==> config.mk <==
export PLATFORM = sky130hd
export DESIGN_NAME = ppg_afe_ctrl
export DESIGN_NICKNAME = d
export VERILOG_FILES = /design/src/rtl/ppg_afe_pkg.sv /design/src/rtl/ppg_window_stats.sv /design/src/rtl/ppg_afe_ctrl.sv
export SDC_FILE = /design/constraint.sdc
export NUM_CORES = 1
export LEC_CHECK = 0
export BUFFER_PORTS_ARGS = -buffer_cell sky130_fd_sc_hd__buf_2
export CORE_ASPECT_RATIO = 0.9
export CORE_MARGIN = 2
export CORE_UTILIZATION = 45
export CTS_BUF_LIST = sky130_fd_sc_hd__clkbuf_8
export DETAILED_ROUTE_END_ITERATION = 10
export PLACE_DENSITY = 0.71
export SYNTH_ARGS = -nofsm -noshare
export SYNTH_HDL_FRONTEND = slang
export SYNTH_SLANG_ARGS = --single-unit
==> constraint.sdc <==
create_clock -name CLK -period 10.4 [get_ports CLK]
set_clock_uncertainty 0.15 [all_clocks]
set_input_delay 2.6 -clock CLK [delete_from_list [all_inputs] [get_ports CLK]]
set_output_delay 2.6 -clock CLK [all_outputs]
set_load 0.05 [all_outputs]
==> src/rtl/ppg_afe_pkg.sv <==
// Shared state encoding, default thresholds and width helper for the PPG AFE controller.
package ppg_afe_pkg;

  typedef enum logic [2:0] {
    IDLE,
    DC_SETTLE,
    DC_MEAS,
    DC_EVAL,
    PGA_SETTLE,
    PGA_MEAS,
    PGA_EVAL,
    OPERATE
  } afe_state_t;

  localparam int DEF_TGT_LO   = 120;
  localparam int DEF_TGT_HI   = 130;
  localparam int DEF_CLIP_LO  = 10;
  localparam int DEF_CLIP_HI  = 245;
  localparam int DEF_MAX_ITER = 64;

  // Channel index width, never below one bit so a single-channel build still has a port.
  function automatic int clog2_min1(input int n);
    return (n <= 2) ? 1 : $clog2(n);
  endfunction

endpackage

==> src/rtl/ppg_window_stats.sv <==
// Min/max of WIN consecutive ADC samples; start re-arms the window and clears done.
module ppg_window_stats
  import ppg_afe_pkg::*;
#(
  parameter int ADC_W = 8,
  parameter int WIN   = 16
) (
  input  logic             CLK,
  input  logic             rst_n,
  input  logic             start,
  input  logic [ADC_W-1:0] adc,
  output logic [ADC_W-1:0] vmin,
  output logic [ADC_W-1:0] vmax,
  output logic             done
);

  localparam int CNT_W = $clog2(WIN + 1);

  logic [CNT_W-1:0] cnt;
  logic             active;

  always_ff @(posedge CLK or negedge rst_n) begin
    if (!rst_n) begin
      vmin   <= '1;
      vmax   <= '0;
      cnt    <= '0;
      active <= 1'b0;
      done   <= 1'b0;
    end else if (start) begin
      vmin   <= '1;
      vmax   <= '0;
      cnt    <= CNT_W'(WIN);
      active <= 1'b1;
      done   <= 1'b0;
    end else begin
      done <= 1'b0;
      if (active) begin
        if (adc < vmin) vmin <= adc;
        if (adc > vmax) vmax <= adc;
        cnt <= cnt - 1'b1;
        if (cnt == CNT_W'(1)) begin
          active <= 1'b0;
          done   <= 1'b1;
        end
      end
    end
  end

endmodule

==> src/rtl/ppg_afe_ctrl.sv <==
// PPG AFE controller: per-channel DC/PGA calibration, then round-robin LED sampling.
// Define CAL_TIMEOUT_EN to bound the DC search to MAX_ITER steps per channel.
//  state      | meaning
//  IDLE       | LEDs off, waiting for Find_setting
//  DC_SETTLE  | LED on, discard samples after a DC change
//  DC_MEAS    | min/max window for the DC search
//  DC_EVAL    | step the DC code or lock it
//  PGA_SETTLE | discard samples after a gain change
//  PGA_MEAS   | min/max window for the clip check
//  PGA_EVAL   | raise gain or lock it, advance channel
//  OPERATE    | round-robin slots, one sample per slot
module ppg_afe_ctrl
  import ppg_afe_pkg::*;
#(
  parameter int NCH      = 2,
  parameter int ADC_W    = 8,
  parameter int DC_W     = 7,
  parameter int PGA_W    = 4,
  parameter int WIN      = 16,
  parameter int SETTLE   = 3,
  parameter int SLOT     = 10,
  parameter int TGT_LO   = DEF_TGT_LO,
  parameter int TGT_HI   = DEF_TGT_HI,
  parameter int CLIP_LO  = DEF_CLIP_LO,
  parameter int CLIP_HI  = DEF_CLIP_HI,
  parameter int MAX_ITER = DEF_MAX_ITER
) (
  input  logic                         CLK,
  input  logic                         rst_n,
  input  logic [ADC_W-1:0]             ADC,
  input  logic                         Find_setting,
  output logic [NCH-1:0]               LED_EN,
  output logic [DC_W-1:0]              DC_Comp,
  output logic [PGA_W-1:0]             PGA_Gain,
  output logic                         CLK_Filter,
  output logic                         cal_busy,
  output logic                         cal_done,
  output logic [NCH-1:0]               cal_fail,
  output logic                         sample_valid,
  output logic [clog2_min1(NCH)-1:0]   sample_ch,
  output logic [ADC_W-1:0]             sample_data
);

  localparam int CH_W  = clog2_min1(NCH);
  localparam int TMR_W = $clog2(SLOT);

  localparam logic [CH_W-1:0]  CH_LAST = CH_W'(NCH - 1);
  localparam logic [TMR_W-1:0] SET_LD  = TMR_W'(SETTLE - 1);
  localparam logic [TMR_W-1:0] SLOT_LD = TMR_W'(SLOT - 1);
  localparam logic [ADC_W-1:0] TLO     = ADC_W'(TGT_LO);
  localparam logic [ADC_W-1:0] THI     = ADC_W'(TGT_HI);
  localparam logic [ADC_W-1:0] CLO     = ADC_W'(CLIP_LO);
  localparam logic [ADC_W-1:0] CHI     = ADC_W'(CLIP_HI);

  afe_state_t       state, state_nxt;
  logic [CH_W-1:0]  ch, ch_nxt, slot_ch, slot_ch_nxt;
  logic [DC_W-1:0]  dc_comp, dc_nxt;
  logic [PGA_W-1:0] pga_gain, pga_nxt, pga_lock;
  logic [TMR_W-1:0] tmr, tmr_nxt;
  logic [NCH-1:0]   fail_nxt;
  logic             busy_nxt, done_nxt, smp_nxt;
  logic             dc_we, pga_we, dc_step, win_start, it_exp;

  logic [DC_W-1:0]  dc_mem  [NCH];
  logic [PGA_W-1:0] pga_mem [NCH];

  logic [ADC_W-1:0] vmin, vmax, avg;
  logic             win_done, low, high, clip;

  ppg_window_stats #(.ADC_W(ADC_W), .WIN(WIN)) u_stats (
    .CLK   (CLK),
    .rst_n (rst_n),
    .start (win_start),
    .adc   (ADC),
    .vmin  (vmin),
    .vmax  (vmax),
    .done  (win_done)
  );

  // Sum carried at ADC_W+1 bits so the midpoint never overflows.
  assign avg  = ADC_W'(({1'b0, vmax} + {1'b0, vmin}) >> 1);
  assign low  = (avg < TLO);
  assign high = (avg > THI);
  assign clip = (vmin < CLO) || (vmax > CHI);

`ifdef CAL_TIMEOUT_EN
  localparam int              IT_W  = $clog2(MAX_ITER + 1);
  localparam logic [IT_W-1:0] IT_LD = IT_W'(MAX_ITER);
  logic [IT_W-1:0] iter_left;

  always_ff @(posedge CLK or negedge rst_n) begin
    if (!rst_n)                                           iter_left <= IT_LD;
    else if (Find_setting)                                iter_left <= IT_LD;
    else if (dc_step)                                     iter_left <= iter_left - 1'b1;
    else if (!(state inside {DC_SETTLE, DC_MEAS, DC_EVAL})) iter_left <= IT_LD;
  end

  assign it_exp = (iter_left == '0);
`else
  logic unused_max_iter;
  assign unused_max_iter = (MAX_ITER != 0) ^ dc_step;
  assign it_exp = 1'b0;
`endif

  always_comb begin
    state_nxt   = state;
    ch_nxt      = ch;
    slot_ch_nxt = slot_ch;
    dc_nxt      = dc_comp;
    pga_nxt     = pga_gain;
    tmr_nxt     = (tmr != '0) ? tmr - 1'b1 : tmr;
    fail_nxt    = cal_fail;
    busy_nxt    = cal_busy;
    done_nxt    = cal_done;
    smp_nxt     = 1'b0;
    dc_we       = 1'b0;
    pga_we      = 1'b0;
    dc_step     = 1'b0;
    win_start   = 1'b0;
    pga_lock    = pga_gain;
    if (Find_setting) begin
      state_nxt = DC_SETTLE;
      ch_nxt    = '0;
      dc_nxt    = '0;
      pga_nxt   = '0;
      fail_nxt  = '0;
      busy_nxt  = 1'b1;
      done_nxt  = 1'b0;
      tmr_nxt   = SET_LD;
    end else begin
      case (state)
        IDLE: ;
        DC_SETTLE, PGA_SETTLE: begin
          if (tmr == '0) begin
            state_nxt = (state == DC_SETTLE) ? DC_MEAS : PGA_MEAS;
            win_start = 1'b1;
          end
        end
        DC_MEAS:  if (win_done) state_nxt = DC_EVAL;
        PGA_MEAS: if (win_done) state_nxt = PGA_EVAL;
        DC_EVAL: begin
          if (!low && !high || it_exp || (low && dc_comp == '0) || (high && dc_comp == '1)) begin
            if (low || high) fail_nxt[ch] = 1'b1;
            dc_we     = 1'b1;
            pga_nxt   = '0;
            state_nxt = PGA_SETTLE;
          end else begin
            dc_nxt    = low ? dc_comp - 1'b1 : dc_comp + 1'b1;
            dc_step   = 1'b1;
            state_nxt = DC_SETTLE;
          end
          tmr_nxt = SET_LD;
        end
        PGA_EVAL: begin
          tmr_nxt = SET_LD;
          if (clip || pga_gain == '1) begin
            pga_we   = 1'b1;
            pga_lock = clip ? ((pga_gain == '0) ? '0 : pga_gain - 1'b1) : pga_gain;
            dc_nxt   = '0;
            pga_nxt  = '0;
            if (ch == CH_LAST) begin
              state_nxt   = OPERATE;
              busy_nxt    = 1'b0;
              done_nxt    = 1'b1;
              slot_ch_nxt = '0;
              tmr_nxt     = SLOT_LD;
            end else begin
              ch_nxt    = ch + 1'b1;
              state_nxt = DC_SETTLE;
            end
          end else begin
            pga_nxt   = pga_gain + 1'b1;
            state_nxt = PGA_SETTLE;
          end
        end
        OPERATE: begin
          if (tmr == '0) begin
            smp_nxt     = 1'b1;
            tmr_nxt     = SLOT_LD;
            slot_ch_nxt = (slot_ch == CH_LAST) ? '0 : slot_ch + 1'b1;
          end
        end
        default: state_nxt = IDLE;
      endcase
    end
  end

  always_ff @(posedge CLK or negedge rst_n) begin
    if (!rst_n) begin
      state        <= IDLE;
      ch           <= '0;
      slot_ch      <= '0;
      dc_comp      <= '0;
      pga_gain     <= '0;
      tmr          <= '0;
      cal_fail     <= '0;
      cal_busy     <= 1'b0;
      cal_done     <= 1'b0;
      sample_valid <= 1'b0;
      sample_ch    <= '0;
      sample_data  <= '0;
      CLK_Filter   <= 1'b0;
      for (int i = 0; i < NCH; i++) begin
        dc_mem[i]  <= '0;
        pga_mem[i] <= '0;
      end
    end else begin
      state        <= state_nxt;
      ch           <= ch_nxt;
      slot_ch      <= slot_ch_nxt;
      dc_comp      <= dc_nxt;
      pga_gain     <= pga_nxt;
      tmr          <= tmr_nxt;
      cal_fail     <= fail_nxt;
      cal_busy     <= busy_nxt;
      cal_done     <= done_nxt;
      sample_valid <= smp_nxt;
      CLK_Filter   <= ~CLK_Filter;
      if (smp_nxt) begin
        sample_ch   <= slot_ch;
        sample_data <= ADC;
      end
      if (dc_we)  dc_mem[ch]  <= dc_comp;
      if (pga_we) pga_mem[ch] <= pga_lock;
    end
  end

  // In OPERATE the pins follow the slot's stored settings from the first cycle of the slot.
  always_comb begin
    LED_EN   = '0;
    DC_Comp  = dc_comp;
    PGA_Gain = pga_gain;
    if (state == OPERATE) begin
      LED_EN[slot_ch] = 1'b1;
      DC_Comp         = dc_mem[slot_ch];
      PGA_Gain        = pga_mem[slot_ch];
    end else if (state != IDLE) begin
      LED_EN[ch] = 1'b1;
    end
  end

endmodule
======== Word level (Yosys, flattened, before mapping) ========
Cells that the tools add are included.
storage, ports and cells
  flip-flop bits (word level) ............. 80
  output and inout bits ................... 28
  word-level logic and storage cells ...... 201
operators by class
  add/sub/neg operators ................... 9
  bitwise operators ....................... 5
  equality and inequality tests ........... 19
  order comparisons ....................... 13
  reductions and logical operators ........ 40
  mux-type cells .......................... 93
operators by type and width
  cell                  count
  $mux W4               18
  $mux W7               9
  $mux W8               6
  $mux W1               33
  $mux W3               8
  $reduce_bool A2 Y1    10
  $gt A8 B8 Y1 const B  2
  $pmux W3 S5           1
  $bwmux W14            1
  $pmux W7 S2           1
  $eq A3 B3 Y1 const B  4
  $mux W2               6
  $ne A3 B3 Y1 const B  4
  $pmux W4 S3           1
  $mux W5               2
  $add A8 B8 Y9         1
  $reduce_and A3 Y1     3
  $bwmux W8             1
  $gt A8 B8 Y1          1
  $logic_not A4 Y1      2
  $lt A8 B4 Y1 const B  1
  $lt A8 B7 Y1 const B  1
  $lt A8 B8 Y1          1
  $pmux W4 S2           1
  35 further kinds      61

======== Logic depth before layout (Yosys ltp) ========
Gate-level depths: netlist of run 1.
  word-level depth ........................ 9
  gate-level depth with buffers ........... 17

======== Modules after synthesis ========
From an unflattened synthesis of run 1, not the netlist that was laid out.
second synthesis, totals
  cells, all modules ...................... 553
  area total of the unflattened synthesis .. 5147.4 µm²
modules (own cells, without submodules)
  module            instances  seq. area each (µm²)  cells an instance  area each (µm²)
  ppg_afe_ctrl      1          1426.4                402                3711.1
  ppg_window_stats  1          585.6                 151                1436.4

======== Worst setup path before layout of run 1 ========
OpenSTA, ideal clock, no wires.
  path type ............................... register to output
  from .................................... reg state[2]
  to ...................................... out DC_Comp[0]
  path slack .............................. 5.386 ns
  arrival ................................. 2.264 ns
  required time ........................... 7.650 ns
  cell stages (with the launch flop) ...... 6
  path through ............................ dfrtp_1 clkbuf_1 nand3_1 clkbuf_1 clkbuf_1 o21ai_0
between the ends
  cells in the longest elaborated chain, start to end .. 2
ends and longest elaborated chain
  element                 line                 source
  start, declared         ppg_afe_ctrl.sv:55   afe_state_t state, state_nxt;
  start signal, assigned  ppg_afe_ctrl.sv:208  state <= state_nxt;
  $eq A3 B3 Y1            ppg_afe_ctrl.sv:233  if (state == OPERATE) begin
  $mux W7                 ppg_afe_ctrl.sv:233
  end, declared           ppg_afe_ctrl.sv:33   output logic [DC_W-1:0] DC_Comp,
Every way passes these cells.

======== Worst setup path after layout of run 1 ========
  from .................................... reg state[1]
  to ...................................... out DC_Comp[2]
The elaborated chain is that of the path after synthesis.

==> results.cfg, run 1 <==
[clocking]
clk_latency_ps = 370
numCtsBuffers = 9
htree_num_levels = 3
cts_root_buf = clkbuf_8
cts.sinks = 80
cts.clk_slew.worst_paths_ps = 80
hold_buffers = 0
cts_buffer_depth = 2
postCtsResizedCells = 0
post_cts_buffers = 0
tritoncts = done

[global_routing]
grt_max_degree = 81
grt_pass1_vias = 4080
grt_pass1_wl_um = 19700
antenna_found_initial = 0
grt_usage_pct = 20.3
grt.overflow.total = 0

[logic_synthesis]
synth-main-ff-cell = dfrtp_1
yosysTopAreaCell = dfrtp_1
syn_nets = 609
async_flop_share_pct = 100
synth-edff-count = 0
ys_types = 60
yosys_register_bits = 80
yosys_warnings = 0
synth.area.top_cells = dfrtp_1 35%, ha_1 8.3%, mux2_2 5.1%
synth.top_cell.area_share_pct = 35.4
syn_inst = 562
synth_area_sq_um = 5100
seq_area_frac_synth_pct = 39.5
syn_avg_cell_area_sq_um = 9.07
yosysMostFrequentCell = dfrtp_1
ys_top_cells_by_count = 72 x dfrtp_1, 53 x nand2_1, 47 x o21ai_0

[routing]
dr_wl_met3_um = 581
wl_per_cell_um = 15.6
dr.pass1.iters = 5
vias_per_cell = 5.66
routed.top_layer = met4
first_iter_violations = 325
m1WireLength_um = 5410
drc = 0
wl_met2_um = 5470
vias = 4226
wirelength_um = 11700
ant_nets = 0

[hold_path]
whs_endpoint = CLK_Filter
hold_depth = 1
hold_path_startpoint = CLK_Filter
holdCritPathClass = register to register

[placed_design]
place_congestion = 0.887
dpl_cell_area_sq_um = 5410
portBuffers = 38
place_hpwl_um = 8380

[timing]
relSlewSlack_pct = 16.7
drv_slew = 0
tightest_slew_ps = 1240
fmax_mhz = 190
finalCriticalPeriod_ps = 5270
setup-violations-final = 0
final_hold_viol_count = 0
fin_tns_setup_ps = 0
finalCritPeriodShare_pct = 50.6
grt_setup_unrepaired = false

[floorplan]
start_util_pct = 46.6
rows = 36
die_width_um = 116
ios = 39
dieArea_sq_um = 12200
core_area_sq_um = 10900
die_h_um = 105

[run]
maxCapViolations = 0

[critical_path]
reg2reg_depth = 16
slowest_delay_ps = 760
slowest_stage = nand3_1
critical_path.endpoint_type = output pin
critPathTopFamily = simple AND/OR/NAND/NOR gates
crit_chain = nand3_1 > o21ai_0 > buf_2
reg2reg_from = u_stats.vmin[2]
path_buf_inv = 1
arrival_ps = 2520
cp-start-kind = register
worstSetupPathType = register to output pin
required_ps = 7650
timing.rr.end = dc_comp[6]
path_max_fanout = 29
regToRegSetupSlack_ps = 6120

[power_and_ir_drop]
leakage_nw = 2.69
power_density_nw_per_um2 = 315
ir_worst_vdd_mv = 0.129
total_power_mw = 1.77

[status]
status = finished clean

[cells_and_area]
layout-drive-gt1-share_pct = 16.0
nNetsFinal = 637
diodes = 0
design_area_sq_um = 5630
area_growth_pct = 10.4
-- flip-flops by register name, summed over array words and instances, names as in the netlist, 2 cells and up --
name	flops
sample_data	8
pga_mem	8
u_stats.vmin	8
u_stats.vmax	8
dc_comp	7
tmr	4
u_stats.cnt	5
dc_mem	14
state	3
cal_fail	2
pga_gain	4
-- placed cells by master (no fill, tap or decap), types with 5 or more instances in the layout --
cell type	instances
dfstp_2	8
ha_1	34
mux2_2	23
nor2b_1	6
o21ai_0	47
nor2_1	38
nand3_1	31
inv_1	42
nor3_1	15
dfrtp_1	72
xnor2_1	7
clkbuf_8	10
nand4_1	8
nand2_1	53
mux2i_1	25
buf_2	37
a21oi_1	32
a21o_1	12
nor4_1	6
nand2b_1	9
and3_1	5
-- how the worst max path moves through the flow --
stage | start | end | slack [ps] | cells after the start
after detailed placement | state[1] | LED_EN[0] | 5490 | 4
after floorplan | state[2] | DC_Comp[0] | 5390 | 5
after CTS | state[1] | LED_EN[0] | 5150 | 4
after global routing | state[1] | LED_EN[0] | 4850 | 4
final | state[1] | DC_Comp[2] | 5130 | 3
after global placement | state[0] | LED_EN[0] | 5660 | 4
-- cell families (layout without fill, tap and decap cells) --
group / Yosys count / in the layout / synth area share (%)
compound gates: 126 / 126 / 15.1
flops: 80 / 80 / 39.5
fa+ha+maj: 36 / 36 / 9.13
simple gates: 200 / 200 / 20.1
buf+inv: 63 / 96 / 4.66
xor+xnor: 9 / 9 / 1.55
mux: 48 / 48 / 9.99
-- routing by layer --
metal  vias to the layer above  GRT usage, %
li1                       2058             -
met1                      2045          28.1
met2                       107          31.0
met3                        16          4.18
met4                         0          8.42
met5                         -             0
-- through the flow --
stage	std cells	hold slack, ps	util [%]	worst slack, ps
after floorplan	562	329	-	5390
after global placement	731	260	49.4	5660
after detailed placement	731	253	49.4	5490
after CTS	747	272	51.4	5150
after global routing	747	299	51.4	4850
final	747	262	51.4	5130
-- where the power goes --
| part | total, mW | internal (mW) | switching (mW) |
|---|---|---|---|
| Clock | 0.260 | 0.141 | 0.119 |
| Combinational | 0.987 | 0.393 | 0.594 |
| Sequential | 0.525 | 0.408 | 0.117 |
-- final cells by class --
| class | instances | area, sq um |
|---|---|---|
| Tap cell | 152 | 190 |
| Clock inverter | 6 | 85.1 |
| Multi-Input combinational cell | 419 | 2850 |
| Fill cell | 1003 | 5320 |
| Clock buffer | 10 | 138 |
| Sequential cell | 80 | 2010 |
| Inverter | 42 | 158 |
| Timing Repair Buffer | 38 | 193 |
Power figures use the tool's default switching activity.
==> run 2, diff against run 1 <==
- PLACE_DENSITY: 0.71 -> 0.73
- clock period: 10.4 -> 4.4 ns (I/O delays scaled with it)
==> run 2 against run 1 <==
Non-clock buffer count is 4 higher. Power is 140% higher. Critical endpoint is now dc_comp[6]. Via count is 0.54% higher. Highest routed layer unchanged.
==> results.cfg, run 2 (synthesized netlist as in run 1, its figures left out) <==
[status]
status = finished clean

[cells_and_area]
layout_common_cells = 72 x dfrtp_1, 53 x nand2_1, 47 x o21ai_0
diodes = 0
final_cells = 751
area_growth_pct = 11.7
largest_reg_flops = 14
layout-drive-gt1-share_pct = 17.0
mostFrequentLayoutCell = dfrtp_1
design_area_sq_um = 5690
top_register = dc_mem
nNetsFinal = 641

[critical_path]
reg2reg_from = u_stats.vmax[0]
slowest_stage = dfrtp_1
reg2reg_depth = 17
timing.rr.end = dc_comp[6]
arrival_ps = 4200
cp-start-kind = register
worstSetupPathType = register to register
regToRegSetupSlack_ps = 280
critPathTopFamily = compound AO/OA/AOI/OAI gates
required_ps = 4490
slowest_delay_ps = 420
path_buf_inv = 1
crit_chain = and2_1 > fa_1 > and3_1 > o21ai_0 > nand3_1 > o41ai_1 > a21o_1 > inv_1 > ha_1 > nor2b_1 > o21ai_0 > a21oi_1 > o21ai_0 > nand2b_1 > and3_1 > o21ai_0 > o2111ai_1
cpMostUsedCell = o21ai_0
path_max_fanout = 6
critical_path.endpoint_type = register

[clocking]
cts.clk_slew.worst_paths_ps = 90
clk_latency_ps = 370
cts.sinks = 80
htree_num_levels = 3
cts_buffer_depth = 2
cts_root_buf = clkbuf_8
tritoncts = done
numCtsBuffers = 9
hold_buffers = 0

[floorplan]
start_util_pct = 46.6
die_width_um = 116
rows = 36
die_h_um = 105
dieArea_sq_um = 12200
core_area_sq_um = 10900
ios = 39

[placed_design]
dpl_cell_area_sq_um = 5420
place_congestion = 0.918
place_hpwl_um = 8230
portBuffers = 38
dp_cells = 733

[power_and_ir_drop]
leakage_nw = 2.72
ir_worst_vdd_mv = 0.249
combinationalPowerShare_pct = 56.0
total_power_mw = 4.32
clkPwrFrac_pct = 15.3
p_int_mw = 2.32
power_density_nw_per_um2 = 759
p_seq_share_pct = 28.6
netSwitchingPower_mw = 2.00
p_sw_share_pct = 46.3

[timing]
setup-violations-final = 0
tightest_slew_ps = 1030
fin_tns_setup_ps = 0
drv_slew = 0
relSlewSlack_pct = 31.3
final_hold_viol_count = 0
fmax_mhz = 243
grt_setup_unrepaired = false
finalCritPeriodShare_pct = 93.5
finalCriticalPeriod_ps = 4120

[routing]
dr.pass1.iters = 5
ant_nets = 0
wl_per_cell_um = 15.3
vias = 4249
wirelength_um = 11500
first_iter_violations = 218
vias_per_cell = 5.66
drc = 0

[run]
maxCapViolations = 0

[hold_path]
hold_path_startpoint = CLK_Filter
whs_endpoint = CLK_Filter
holdCritPathClass = register to register
hold_depth = 1

[global_routing]
grt.overflow.total = 0
grt_max_degree = 81
antenna_found_initial = 0
grt_pass1_wl_um = 20000
grt_pass1_vias = 4067
grt_usage_pct = 20.5
-- run 2: stage by stage --
| step | utilization, % | hold slack, ps | worst slack (ps) |
|---|---|---|---|
| 2_1_floorplan | - | 329 | 715 |
| 3_3_place_gp | 49.5 | 262 | 488 |
| 3_5_place_dp | 49.5 | 259 | 315 |
| 4_1_cts | 51.7 | 272 | 292 |
| 5_1_grt | 52.0 | 295 | 6.77 |
| 6_report | 52.0 | 264 | 285 |
-- run 2: repair_timing --
item	4_1_cts	5_1_grt
resized for setup	0	3
endpoints found under the setup margin	0	1
setup buffers	0	2
-- run 2: worst max path at each step --
stage                          startpoint  depth (start not counted)  slack (ps)          to
after floorplan           u_stats.vmax[0]                         17         710  dc_comp[6]
after global placement    u_stats.vmax[0]                         17         490  dc_comp[6]
after detailed placement  u_stats.vmin[2]                         16         310  dc_comp[6]
after CTS                 u_stats.vmin[2]                         16         290  dc_comp[6]
after global routing      u_stats.vmax[0]                         17           7  dc_comp[6]
final                     u_stats.vmax[0]                         17         280  dc_comp[6]
-- run 2: power groups by stage --
stage | Combinational (mW) | Clock [mW] | Sequential [mW]
after floorplan | 1.87 | 0 | 1.17
after global placement | 2.21 | 0 | 1.23
after detailed placement | 2.30 | 0 | 1.25
after CTS | 2.32 | 0.672 | 1.23
after global routing | 2.72 | 0.709 | 1.27
final | 2.42 | 0.664 | 1.24
-- run 2: layout make-up --
type                       instances  area, sq um
fill                             949         5250
multi-input combinational        419         2870
sequential                        80         2010
timing repair buffer              42          223
tap                              152          190
inverter                          42          158
clock buffer                       9          124
clock inverter                     7          118
-- run 2: routing by layer --
layer | part of all wire, % | global-route usage (%) | vias to the layer above
met1 | 47 | 29.0 | 2066
met2 | 48 | 31.6 | 104
met4 | 1.2 | 6.46 | 0
met5 | 0 | 0 | -
met3 | 4.4 | 3.83 | 14
li1 | - | - | 2065
